===== src/rtl/alu_multicycle.sv =====
// Slice-serial ALU: add/sub/slt walk SLICE bits per clock from the LSB, logic ops take one cycle.
// Operands and results move through valid/ready handshakes; one operation is in flight at a time.
module alu_multicycle #(
   parameter int WIDTH = 32,
   parameter int SLICE = 8
) (
   input  logic             clk,
   input  logic             reset,
   input  logic             in_valid,
   output logic             in_ready,
   input  logic [WIDTH-1:0] operandA,
   input  logic [WIDTH-1:0] operandB,
   input  logic [2:0]       command,
   output logic             out_valid,
   input  logic             out_ready,
   output logic [WIDTH-1:0] result,
   output logic             carryout,
   output logic             zero,
   output logic             overflow
);

   localparam int NSL = (SLICE > 0) ? (WIDTH / SLICE) : 1;
   localparam int CW  = (NSL > 1) ? $clog2(NSL) : 1;
   localparam logic [CW-1:0] LAST_SLICE = CW'(NSL - 1);

   localparam logic [2:0] CMD_ADD  = 3'd0;
   localparam logic [2:0] CMD_SUB  = 3'd1;
   localparam logic [2:0] CMD_XOR  = 3'd2;
   localparam logic [2:0] CMD_SLT  = 3'd3;
   localparam logic [2:0] CMD_AND  = 3'd4;
   localparam logic [2:0] CMD_NAND = 3'd5;
   localparam logic [2:0] CMD_NOR  = 3'd6;
   localparam logic [2:0] CMD_OR   = 3'd7;

   if ((WIDTH < 2) || (SLICE < 1) || ((WIDTH % SLICE) != 0)) begin : g_param_check
      $error("alu_multicycle: WIDTH must be >= 2 and an exact multiple of SLICE");
   end

   typedef enum logic [1:0] {
      ST_IDLE = 2'd0,
      ST_CALC = 2'd1,
      ST_DONE = 2'd2
   } state_t;

   state_t           state_q, state_d;
   logic [WIDTH-1:0] a_q, a_d;
   logic [WIDTH-1:0] b_q, b_d;
   logic [2:0]       cmd_q, cmd_d;
   logic             carry_q, carry_d;
   logic [CW-1:0]    cnt_q, cnt_d;
   logic [WIDTH-1:0] result_q, result_d;
   logic             carryout_q, carryout_d;
   logic             zero_q, zero_d;
   logic             overflow_q, overflow_d;

   logic [31:0]      slice_base_s;
   logic             sub_mode_s;
   logic [SLICE-1:0] slice_a_s;
   logic [SLICE-1:0] slice_b_s;
   logic [SLICE:0]   slice_sum_s;
   logic             slice_ovf_s;
   logic [WIDTH-1:0] arith_res_s;
   logic [WIDTH-1:0] logic_res_s;
   logic [WIDTH-1:0] final_res_s;
   logic             is_arith_s;

   assign slice_base_s = 32'(cnt_q) * 32'(SLICE);
   assign sub_mode_s   = (cmd_q == CMD_SUB) || (cmd_q == CMD_SLT);
   assign is_arith_s   = (cmd_q == CMD_ADD) || sub_mode_s;

   // One slice of A + (B or ~B) + carry; overflow uses the sign rule, valid on the MSB slice.
   always_comb begin
      slice_a_s   = a_q[slice_base_s +: SLICE];
      slice_b_s   = b_q[slice_base_s +: SLICE] ^ {SLICE{sub_mode_s}};
      slice_sum_s = {1'b0, slice_a_s} + {1'b0, slice_b_s} + {{SLICE{1'b0}}, carry_q};
      slice_ovf_s = (slice_a_s[SLICE-1] == slice_b_s[SLICE-1]) &&
                    (slice_sum_s[SLICE-1] != slice_a_s[SLICE-1]);
      arith_res_s = result_q;
      arith_res_s[slice_base_s +: SLICE] = slice_sum_s[SLICE-1:0];
   end

   // Full-width logic operations on the latched operands.
   always_comb begin
      case (cmd_q)
         CMD_XOR:  logic_res_s = a_q ^ b_q;
         CMD_AND:  logic_res_s = a_q & b_q;
         CMD_NAND: logic_res_s = ~(a_q & b_q);
         CMD_NOR:  logic_res_s = ~(a_q | b_q);
         CMD_OR:   logic_res_s = a_q | b_q;
         default:  logic_res_s = {WIDTH{1'b0}};
      endcase
   end

   // Next-state and datapath update for the IDLE -> CALC -> DONE handshake sequence.
   always_comb begin
      state_d     = state_q;
      a_d         = a_q;
      b_d         = b_q;
      cmd_d       = cmd_q;
      carry_d     = carry_q;
      cnt_d       = cnt_q;
      result_d    = result_q;
      carryout_d  = carryout_q;
      zero_d      = zero_q;
      overflow_d  = overflow_q;
      final_res_s = {WIDTH{1'b0}};
      case (state_q)
         ST_IDLE: begin
            if (in_valid) begin
               a_d     = operandA;
               b_d     = operandB;
               cmd_d   = command;
               carry_d = (command == CMD_SUB) || (command == CMD_SLT);
               cnt_d   = {CW{1'b0}};
               state_d = ST_CALC;
            end else begin
               state_d = ST_IDLE;
            end
         end
         ST_CALC: begin
            if (is_arith_s) begin
               carry_d  = slice_sum_s[SLICE];
               result_d = arith_res_s;
               if (cnt_q == LAST_SLICE) begin
                  // SLT reports only the sign-corrected comparison bit, never raw flags.
                  if (cmd_q == CMD_SLT) begin
                     final_res_s = {{(WIDTH-1){1'b0}}, slice_sum_s[SLICE-1] ^ slice_ovf_s};
                     carryout_d  = 1'b0;
                     overflow_d  = 1'b0;
                  end else begin
                     final_res_s = arith_res_s;
                     carryout_d  = slice_sum_s[SLICE];
                     overflow_d  = slice_ovf_s;
                  end
                  result_d = final_res_s;
                  zero_d   = (final_res_s == {WIDTH{1'b0}});
                  cnt_d    = {CW{1'b0}};
                  state_d  = ST_DONE;
               end else begin
                  cnt_d   = cnt_q + CW'(1);
                  state_d = ST_CALC;
               end
            end else begin
               final_res_s = logic_res_s;
               result_d    = final_res_s;
               carryout_d  = 1'b0;
               overflow_d  = 1'b0;
               zero_d      = (final_res_s == {WIDTH{1'b0}});
               cnt_d       = {CW{1'b0}};
               state_d     = ST_DONE;
            end
         end
         ST_DONE: begin
            if (out_ready) begin
               state_d = ST_IDLE;
            end else begin
               state_d = ST_DONE;
            end
         end
         default: begin
            state_d = ST_IDLE;
         end
      endcase
   end

   // State, operand latches and result/flag registers.
   always_ff @(posedge clk or posedge reset) begin
      if (reset) begin
         state_q    <= ST_IDLE;
         a_q        <= {WIDTH{1'b0}};
         b_q        <= {WIDTH{1'b0}};
         cmd_q      <= 3'd0;
         carry_q    <= 1'b0;
         cnt_q      <= {CW{1'b0}};
         result_q   <= {WIDTH{1'b0}};
         carryout_q <= 1'b0;
         zero_q     <= 1'b0;
         overflow_q <= 1'b0;
      end else begin
         state_q    <= state_d;
         a_q        <= a_d;
         b_q        <= b_d;
         cmd_q      <= cmd_d;
         carry_q    <= carry_d;
         cnt_q      <= cnt_d;
         result_q   <= result_d;
         carryout_q <= carryout_d;
         zero_q     <= zero_d;
         overflow_q <= overflow_d;
      end
   end

   assign in_ready  = (state_q == ST_IDLE);
   assign out_valid = (state_q == ST_DONE);
   assign result    = result_q;
   assign carryout  = carryout_q;
   assign zero      = zero_q;
   assign overflow  = overflow_q;

endmodule


===== config.mk =====
export PLATFORM = sky130hd
export DESIGN_NAME = alu_multicycle
export DESIGN_NICKNAME = d
export VERILOG_FILES = /design/src/rtl/alu_multicycle.sv
export SDC_FILE = /design/constraint.sdc
export NUM_CORES = 1
export LEC_CHECK = 0
export BUFFER_PORTS_ARGS = -buffer_cell sky130_fd_sc_hd__buf_2
export CAP_MARGIN = 20
export CORE_MARGIN = 3
export CORE_UTILIZATION = 42
export CTS_CLUSTER_DIAMETER = 50
export DETAILED_ROUTE_END_ITERATION = 8
export PLACE_DENSITY = 0.75
export SLEW_MARGIN = 20
export SYNTH_ARGS = -nofsm -noshare
export SYNTH_HDL_FRONTEND = slang
export SYNTH_SLANG_ARGS = --single-unit

===== constraint.sdc =====
create_clock -name clk -period 4 [get_ports clk]
set_clock_uncertainty 0.1 [all_clocks]
set_input_delay 0.4 -clock clk [delete_from_list [all_inputs] [get_ports clk]]
set_output_delay 0.4 -clock clk [all_outputs]
set_load 0.03 [all_outputs]

* Yosys cells after proc, flatten, opt, wreduce, memory -nomap -nowiden *
Index checks and enable logic that the tools add are counted.

storage, ports and cells
  register bits = 107
  bits in latches = 0
  bits in writable memories = 0
  ROM bits = 0
  input port bits = 71
  output and inout bits = 37
  word-level logic and storage cells = 83
  memories kept = 0

cells by class
  $add $sub $neg = 4
  $mul = 0
  div/mod/pow operators = 0
  $lt $le $gt $ge = 0
  equal/unequal tests = 17
  shift operators = 4
  muxes and demuxes = 28
  bitwise operators = 7
  reduce and logical (&&, ||, !) cells = 13

operators by type and width
  kind                       number
  $mux W32                   6
  $pmux W32 S5               1
  $logic_not A32 Y1          2
  $not A32 Y32               2
  $shiftx A32 B6 Y8          2
  $neg A5 Y34                1
  $shift A8 B34 Y32 const A  1
  $shiftx A8 B34 Y32         1
  $and A32 B32 Y32           1
  $bwmux W32                 1
  $or A32 B32 Y32            1
  $xor A32 B32 Y32           1
  $eq A3 B3 Y1 const B       4
  $mux W2                    6
  $mux W1                    11
  $add A8 B8 Y9              1
  $add A9 B1 Y9              1
  $eq A3 B2 Y1 const B       3
  $xor A8 B8 Y8              1
  $eq A3 B1 Y1 const B       2
  $pmux W2 S3                1
  $reduce_and A2 Y1          3
  $eq A2 B2 Y1 const B       2
  $ne A2 B2 Y1 const B       2
  14 further kinds           16

* Logic depth before layout (Yosys ltp) *
Gate-level depths: netlist of the first run.

  depth after elaboration = 15
  mapped depth = 14

* Least setup slack after synthesis of the first run *
OpenSTA, ideal clock, no wires.

  kind = register -> register
  start point = reg cnt_q[0]
  end point = reg zero_q (netlist: zero)
  library setup time = 0.126 ns
  data arrival time = 3.800 ns
  data required time = 3.774 ns
  setup slack = -0.026 ns
  cell stages (with the launch flop) = 15
  path buffers = 3
  period minus slack after synthesis = 4.026 ns
  cells stage by stage = dfrtp_1 clkbuf_1 buf_2 buf_2 mux4_2 inv_1 fa_1 fa_1 nor2b_1 o311a_1 o311a_1 nor3_4 a2111oi_1 a41o_1 a221o_1

on the way
  word-level cells in the longest chain between the ends = 14
  elaborated cells between the ends (all ways) = 23

RTL lines
  item                                                    line  RTL
  from (decl)                                             50    logic [CW-1:0] cnt_q, cnt_d;
  from (signal assigned)                                  174   cnt_q <= {CW{1'b0}};
  from (signal assigned)                                  185   cnt_q <= cnt_d;
  branches (longest 14 deep; another with $add A8 B8 Y9)  n/a
  to (signal assigned)                                    188   zero_q <= zero_d;
  to (decl)                                               53    logic zero_q, zero_d;

Several ways; the timed one is not identified. The select of a mux whose other input is x is not followed.
A chain may end at the register's enable or synchronous reset.

* Final worst setup path of the first run *
Same ends and word-level chain as after synthesis.

==> results.tsv, run 1 <==
metric	value	unit
status	finished with violations	
failed_checks	hold timing	
synth-edff-count	0	
crit_fanout	6	
hold_path_class	in2async	
grt_pass1_wl	35900	um
die_area	19500	um^2
grt_usage	0.234	
wl	22700	um
clock-sinks	107	
slowest_delay	530	ps
period_share	0.954	
gp_congestion	0.982	
diodes	0	
via_per_inst	5.71	
synth_commonest_cells	129 x nand2_1, 119 x o21ai_0, 107 x dfrtp_1	
first_global_vias	6393	
drc_errors	0	
antenna_found_initial	0	
cp_slowest_cell	mux4_2	
area_growth	14.5	%
core_area	17400	um^2
grt_overflow	0	
cp-end-kind	flop	
wl_per_cell	19.8	um
async_reset_ff_frac	1.00	
synth_warnings	0	
grt_max_degree	71	
htree_levels	3	
required	4140	ps
synth.most_common_cell	nand2_1	
yosysUniqueCellTypes	58	
rsz0062_at_grt	false	
cts_tree	yes	
synth_fp_nets	976	
synth_area_per_cell	9.07	um^2
ant_nets	0	
start_util	0.432	
numCtsBuffers	9	
fmax	262	MHz
relSlewSlack	0.375	
cts-root-buf	clkbuf_16	
holdBufCountCts	0	
setup_violations	0	
hold_viol_final	22	
r2r_setup_slack	190	ps
drt_pass1_iterations	6	
ioPinCount	108	
synth_top_area_share	0.357	
timing.hold.ws	-21.9	ps
startpoint_type	flop	
fin_tns_setup	0	ps
yosysSeqAreaShare	0.357	
path_common_cell	fa_1	
synth_top_area_cell	dfrtp_1	
final-seq-area	2680	um^2
n_fill_cell	1606	
finalMaxSlewViolations	0	
ys_ff_latch	107	
tightest_slew	929	ps
clk_path_buf_depth	2	
crit_chain	mux4_2 > xnor2_1 > fa_1 > fa_1 > nor2b_1 > o311a_1 > nor4_1 > nor3_4 > a2111oi_1 > a41o_1 > a221o_1	
max_cap_viol_count	0	
cts.clk_slew.worst_paths	70	ps
critPathKind	reg2reg	
die_w	140	um
synth_area_leaders	dfrtp_1 36%, ha_1 13%, o21ai_0 7.9%, nand2_1 6.5%, mux4_2 4.8%	
die_h	140	um
multiInputGateArea	4320	um^2
dp_hpwl	17600	um
clock_latency	360	ps
synth.cell_area	7490	um^2
synth_ff_type	dfrtp_1	
syn_inst	826	
portBuffers	107	
rows	48	
drtIter0Drc	711	
vias	6552	
fin_crit	3810	ps
layout.nets	1069	
drive_gt1_frac	0.183	
arrival	3950	ps
==> layout by cell type (no fill, tap or decap), types with 6 or more instances in the layout <==
| cell | Yosys | routed |
|---|---|---|
| a21oi_1 | 31 | 31 |
| a221oi_1 | 7 | 7 |
| a222oi_1 | 6 | 6 |
| a22oi_1 | 6 | 6 |
| buf_2 | 9 | 107 |
| buf_4 | 1 | 17 |
| clkbuf_16 | 0 | 9 |
| dfrtp_1 | 107 | 104 |
| ha_1 | 77 | 77 |
| inv_1 | 81 | 80 |
| mux2i_1 | 34 | 34 |
| mux4_2 | 16 | 16 |
| nand2_1 | 129 | 129 |
| nand2b_1 | 7 | 7 |
| nor2_1 | 25 | 25 |
| nor3_1 | 8 | 8 |
| nor4_1 | 9 | 9 |
| o21ai_0 | 119 | 119 |
| o31ai_1 | 6 | 6 |
| xnor2_1 | 20 | 20 |
| xor2_1 | 27 | 27 |
==> critical path: cells and delay by family, from the launching register on <==
kind                     cells  cell delay, ps
AO/OA/AOI/OAI                4             930
XOR/XNOR                     1             150
AND/OR/NAND/NOR              3             650
adder cells (fa/ha/maj)      2             870
flip-flops                   1             470
multiplexers                 1             530
==> through the flow <==
step / setup slack (ps) / cells / util / instance area, um^2
finish: 186 / 1148 / 0.494 / 8580
floorplan: 57.3 / 826 / - / 7500
global placement: 281 / 1133 / 0.478 / 8300
detailed placement: 194 / 1133 / 0.478 / 8300
global route: 40.4 / 1148 / 0.494 / 8580
CTS: 161 / 1148 / 0.494 / 8580
==> cell families after synthesis <==
| kind of cell | synth area share |
|---|---|
| and+or+nand+nor | 0.127 |
| AOI/OAI and AO/OA | 0.165 |
| buffers and inverters | 0.0666 |
| DFF | 0.357 |
| adders and majority gates | 0.134 |
| muxes | 0.0950 |
| xor gates and xnor gates | 0.0549 |
==> registers in the layout, summed over array words and instances, names as in the netlist <==
signal,count
cmd_q,3
zero,1
a_q,32
carry_q,1
carryout,1
result,32
cnt_q,2
state_q,2
overflow,1
b_q,32
==> cell type report <==
cell class,instances,area share
timing repair buffer,126,0.0820
clock inverter,3,0.00277
multi-input combinational,594,0.504
tap,225,0.0328
clock buffer,12,0.0299
inverter,81,0.0357
sequential,107,0.313
==> routing by layer <==
metal / vias up / GRT usage / share of wire
met5: - / 0 / 0
met1: 3130 / 0.321 / 0.43
met3: 71 / 0.0481 / 0.079
li1: 3041 / - / -
met4: 0 / 0.0903 / 0.038
met2: 310 / 0.366 / 0.46
==> path summary, 6_finish.rpt <==
kind,startpoint,to,cells past startpoint
setup / recovery,cnt_q[0],zero,11
hold / removal,reset,b_q[12],2
setup reg to reg,cnt_q[0],zero,11
hold reg to reg,carryout,carryout,2
max in group asynchronous,reset,cnt_q[0],3
min in group clk,out_ready,state_q[1],2
==> what timing repair did <==
| action | 4_1_cts | 5_1_grt |
|---|---|---|
| gates resized for setup | 0 | 1 |
| endpoints found under the setup margin | 0 | 1 |
| setup buffers | 0 | 0 |
Power of run 1 is not shown: default switching activity piles up to over one toggle a cycle in this logic, so the estimate is an artifact.
==> inputs of run 2 (changes only) <==
- MAX_ROUTING_LAYER: default -> met4
==> run 2 against run 1 <==
  * The flow now finishes without violations
  * Register-to-register slack worse by 20 ps
  * Critical path depth is 1 higher
  * Fmax is 0.45% lower
  * Via count is 1.7% lower
  * Worst setup slack worse by 17 ps
  * Sequential share of layout area is 0.11 points lower
  * Global-route usage is 0.58 points higher
  * Design area is 0.31% higher
  * Routed wire length is 1.1% lower
  * Final cell count is 0.44% higher
  * Sequential cell count stayed put
  * Die area stayed put
  * Critical path type unchanged
==> results.tsv, run 2 (synthesis gave the netlist of run 1 again) <==
metric	value	unit	change
vias	6442		was 6552
tightest_slew	740	ps	was 929 ps
timing.hold.ws	32.2	ps	was -21.9 ps
grt_max_degree	79		was 71
area_growth	14.8	%	was 14.5%
cp-startpoint	cnt_q[0]		unchanged
rows	48		unchanged
worstReg2RegStart	cnt_q[0]		unchanged
clock-sinks	107		unchanged
cp-end-kind	flop		unchanged
cts_tree	yes		unchanged
max_cap_viol_count	0		unchanged
worstSetupEndpoint	zero		unchanged
antenna_found_initial	0		unchanged
hold_viol_final	0		was 22
gp_congestion	0.989		was 0.982
r2r_setup_slack	170	ps	was 190 ps
critPathKind	reg2reg		unchanged
post-route-util	0.496		was 0.494
core_area	17400	um^2	unchanged
relSlewSlack	0.506		was 0.375
startpoint_type	flop		unchanged
ioPinCount	108		unchanged
holdBufCountCts	0		unchanged
drt_pass1_iterations	5		was 6
required	4150	ps	was 4140 ps
worstRegToRegCells	12		was 11
fin_tns_setup	0	ps	unchanged
diodes	0		unchanged
rsz0062_at_grt	false		unchanged
r2r_end	zero		unchanged
finalMaxSlewViolations	0		unchanged
drtIter0Drc	754		was 711
fin_crit	3830	ps	was 3810 ps
via_per_inst	5.59		was 5.71
grt_pass1_wl	35400	um	was 35900 um
die_w	140	um	unchanged
die_h	140	um	unchanged
grt_usage	0.240		was 0.234
numCtsBuffers	9		unchanged
start_util	0.432		unchanged
cts-root-buf	clkbuf_16		unchanged
cts.clk_slew.worst_paths	80	ps	was 70 ps
layout.nets	1073		was 1069
post_cts_resized	0		unchanged
drive_gt1_frac	0.188		was 0.183
grt_overflow	0		unchanged
fmax	261	MHz	was 262 MHz
first_global_vias	6352		was 6393
die_area	19500	um^2	unchanged
hold_path_class	in2async		unchanged
portBuffers	107		unchanged
wl	22400	um	was 22700 um
status	completed		was finished with violations
crit_fanout	8		was 6
setup_violations	0		unchanged
mostFrequentLayoutCell	nand2_1		unchanged
dp_hpwl	17400	um	was 17600 um
clk_path_buf_depth	2		unchanged
wl_per_cell	19.5	um	was 19.8 um
layout_common_cells	129 x nand2_1, 119 x o21ai_0, 107 x buf_2		unchanged
arrival	3980	ps	was 3950 ps
ant_nets	0		unchanged
postCtsSetupRepairBufs	0		unchanged
period_share	0.958		was 0.954
drc_errors	0		unchanged
htree_levels	3		unchanged
clock_latency	370	ps	was 360 ps
==> run 2: worst min path at each step <==
stage | end | slack (ps) | depth (start not counted)
3_3_place_gp | carryout | 390 | 2
6_report | a_q[1] | 30 | 2
3_5_place_dp | overflow | 390 | 2
4_1_cts | b_q[20] | 60 | 2
2_1_floorplan | cmd_q[0] | 410 | 2
5_1_grt | a_q[1] | 80 | 2
==> run 2: layer usage <==
metal,share of wire,track usage
met3,0.065,0.0333
met4,0.037,0.0918
met1,0.45,0.329
met2,0.45,0.363
met5,0,-
==> run 2: critical path, stage by stage, from the launching register on <==
cell and delay (ps):
dfrtp_1 490, buf_4 250, mux4_2 520, inv_1 90
fa_1 220, fa_1 260, nor2b_1 90, o311a_1 310
o311a_1 340, nor3_4 360, a2111oi_1 140, a41o_1 270
a221o_1 280
==> run 2: area by class of cell <==
class,count,area (um^2)
Fill cell,1611,8750
Inverter,81,307
Sequential cell,107,2680
Clock inverter,6,63.8
Tap cell,225,282
Timing Repair Buffer,130,708
Clock buffer,10,239
Multi-Input combinational cell,594,4320
==> run 2: metrics by stage <==
step | cells | setup WS (ps) | area (um^2)
3_3_place_gp | 1137 | 257 | 8300
2_1_floorplan | 826 | 57.3 | 7500
5_1_grt | 1153 | 17.7 | 8600
6_report | 1153 | 168 | 8600
3_5_place_dp | 1137 | 193 | 8300
4_1_cts | 1153 | 163 | 8600
Power of run 2 is left out for the same reason.
==> inputs of run 3 (changes only) <==
- PLACE_DENSITY: 0.75 -> default
==> run 3 against run 2 <==
  * Worst hold slack better by 54 ps
  * Critical path depth down 1
  * Die area is the same
  * Critical endpoint unchanged
==> results.tsv, run 3 (synthesis gave the netlist of run 1 again) <==
metric	value	unit	change
timing.hold.ws	85.9	ps	was 32.2 ps
layout_common_cells	129 x nand2_1, 119 x o21ai_0, 107 x buf_2		unchanged
gr-usage-met1	0.339		was 0.329
crit_chain	mux4_2 > xnor2_1 > fa_1 > fa_1 > nor2b_1 > o311a_1 > nor4_1 > nor3_4 > a2111oi_1 > a41o_1 > a221o_1		was buf_4 > mux4_2 > inv_1 > fa_1 > fa_1 > nor2b_1 > o311a_1 > o311a_1 > nor3_4 > a2111oi_1 > a41o_1 > a221o_1
dp_hpwl	17200	um	was 17400 um
start_util	0.432		unchanged
drtIter0Drc	713		was 754
wl	22700	um	was 22400 um
grt_max_degree	100		was 79
clock_latency	360	ps	was 370 ps
vias	6379		was 6442
gp_congestion	0.899		was 0.989
wl_per_cell	19.7	um	was 19.5 um
startpoint_type	flop		unchanged
first_global_vias	6313		was 6352
grt_usage	0.245		was 0.240
layout.nets	1071		was 1073
slowest_delay	530	ps	was 520 ps
cts-root-buf	clkbuf_16		unchanged
rsz0062_at_grt	false		unchanged
fmax	267	MHz	was 261 MHz
status	completed		unchanged
cts_tree	yes		unchanged
dp_slack	218	ps	was 193 ps
core_area	17400	um^2	unchanged
drt_pass1_iterations	6		was 5
use_met3	0.0361		was 0.0333
met2_usage	0.375		was 0.363
clock-sinks	107		unchanged
arrival	3890	ps	was 3980 ps
drc_errors	0		unchanged
antenna_found_initial	0		unchanged
diodes	0		unchanged
rows	48		unchanged
drive_gt1_frac	0.186		was 0.188
path_common_cell	fa_1		
fin_tns_setup	0	ps	unchanged
ioPinCount	108		unchanged
critPathKind	reg2reg		unchanged
n_fill_cell	1662		was 1611
finalMaxSlewViolations	0		unchanged
die_w	140	um	unchanged
die_area	19500	um^2	unchanged
grt_overflow	0		unchanged
placedCellCount	1135		was 1137
postCtsSetupRepairBufs	0		unchanged
fin_ws	261	ps	was 168 ps
fin_cells	1151		was 1153
period_share	0.935		was 0.958
die_h	140	um	unchanged
hold_viol_final	0		unchanged
required	4150	ps	about the same
tightest_slew	957	ps	was 740 ps
busiest_layer	met2		unchanged
cp-end-kind	flop		unchanged
portBuffers	107		unchanged
area_growth	14.5	%	was 14.8%
htree_levels	3		unchanged
crit_fanout	6		was 8
numCtsBuffers	9		unchanged
cp_slowest_cell	mux4_2		unchanged
relSlewSlack	0.362		was 0.506
grt_pass1_wl	36200	um	was 35400 um
max_cap_viol_count	0		unchanged
mostFrequentLayoutCell	nand2_1		unchanged
clk_path_buf_depth	2		unchanged
via_per_inst	5.54		was 5.59
ant_nets	0		unchanged
setup_violations	0		unchanged
fin_crit	3740	ps	was 3830 ps
cts.clk_slew.worst_paths	70	ps	was 80 ps
hold_path_class	in2async		unchanged
-- run 3: worst paths after layout --
check                                 from         end  slack [ps]  cells after the start
worst max-delay path              cnt_q[0]        zero         260                     11
worst min-delay path                 reset      a_q[9]          90                      2
worst max register to register    cnt_q[0]        zero         260                     11
worst min register to register  result[13]  result[13]         410                      2
max in group asynchronous            reset     b_q[31]        2870                      3
min in group clk                 out_ready  state_q[1]         120                      2
-- run 3: metrics by stage --
stage	util	cell area (um^2)
after floorplan	-	7500
after global placement	0.477	8290
after detailed placement	0.477	8290
after CTS	0.494	8580
after global routing	0.494	8580
final	0.494	8580
-- run 3: final cells by class --
class | count | area [um^2] | share of cell area
clock buffers | 10 | 229 | 0.0267
well taps | 225 | 282 | 0.0328
flip-flops and latches | 107 | 2680 | 0.312
multi-input cells | 594 | 4320 | 0.504
clock inverters | 6 | 65.1 | 0.00758
repair buffers | 128 | 693 | 0.0808
inverters | 81 | 307 | 0.0357
-- run 3: metal layers --
metal	vias up	share of wire
li1	3045	-
met1	3056	0.46
met2	241	0.45
met3	37	0.059
met4	0	0.030
met5	-	0
-- run 3: repair_timing --
action / 4_1_cts / 5_1_grt
hold buffers: 0 / 0
hold endpoints to repair: 0 / 0
gates resized for setup: 0 / 1
setup endpoints to repair: 0 / 1
-- run 3: critical path: cells and delay by family, from the launching register on --
family,cells,cell delay [ps]
XOR/XNOR,1,160
flip-flops,1,450
AO/OA/AOI/OAI,4,880
AND/OR/NAND/NOR,3,630
multiplexers,1,530
adder cells (fa/ha/maj),2,900
Power of run 3 is left out for the same reason.
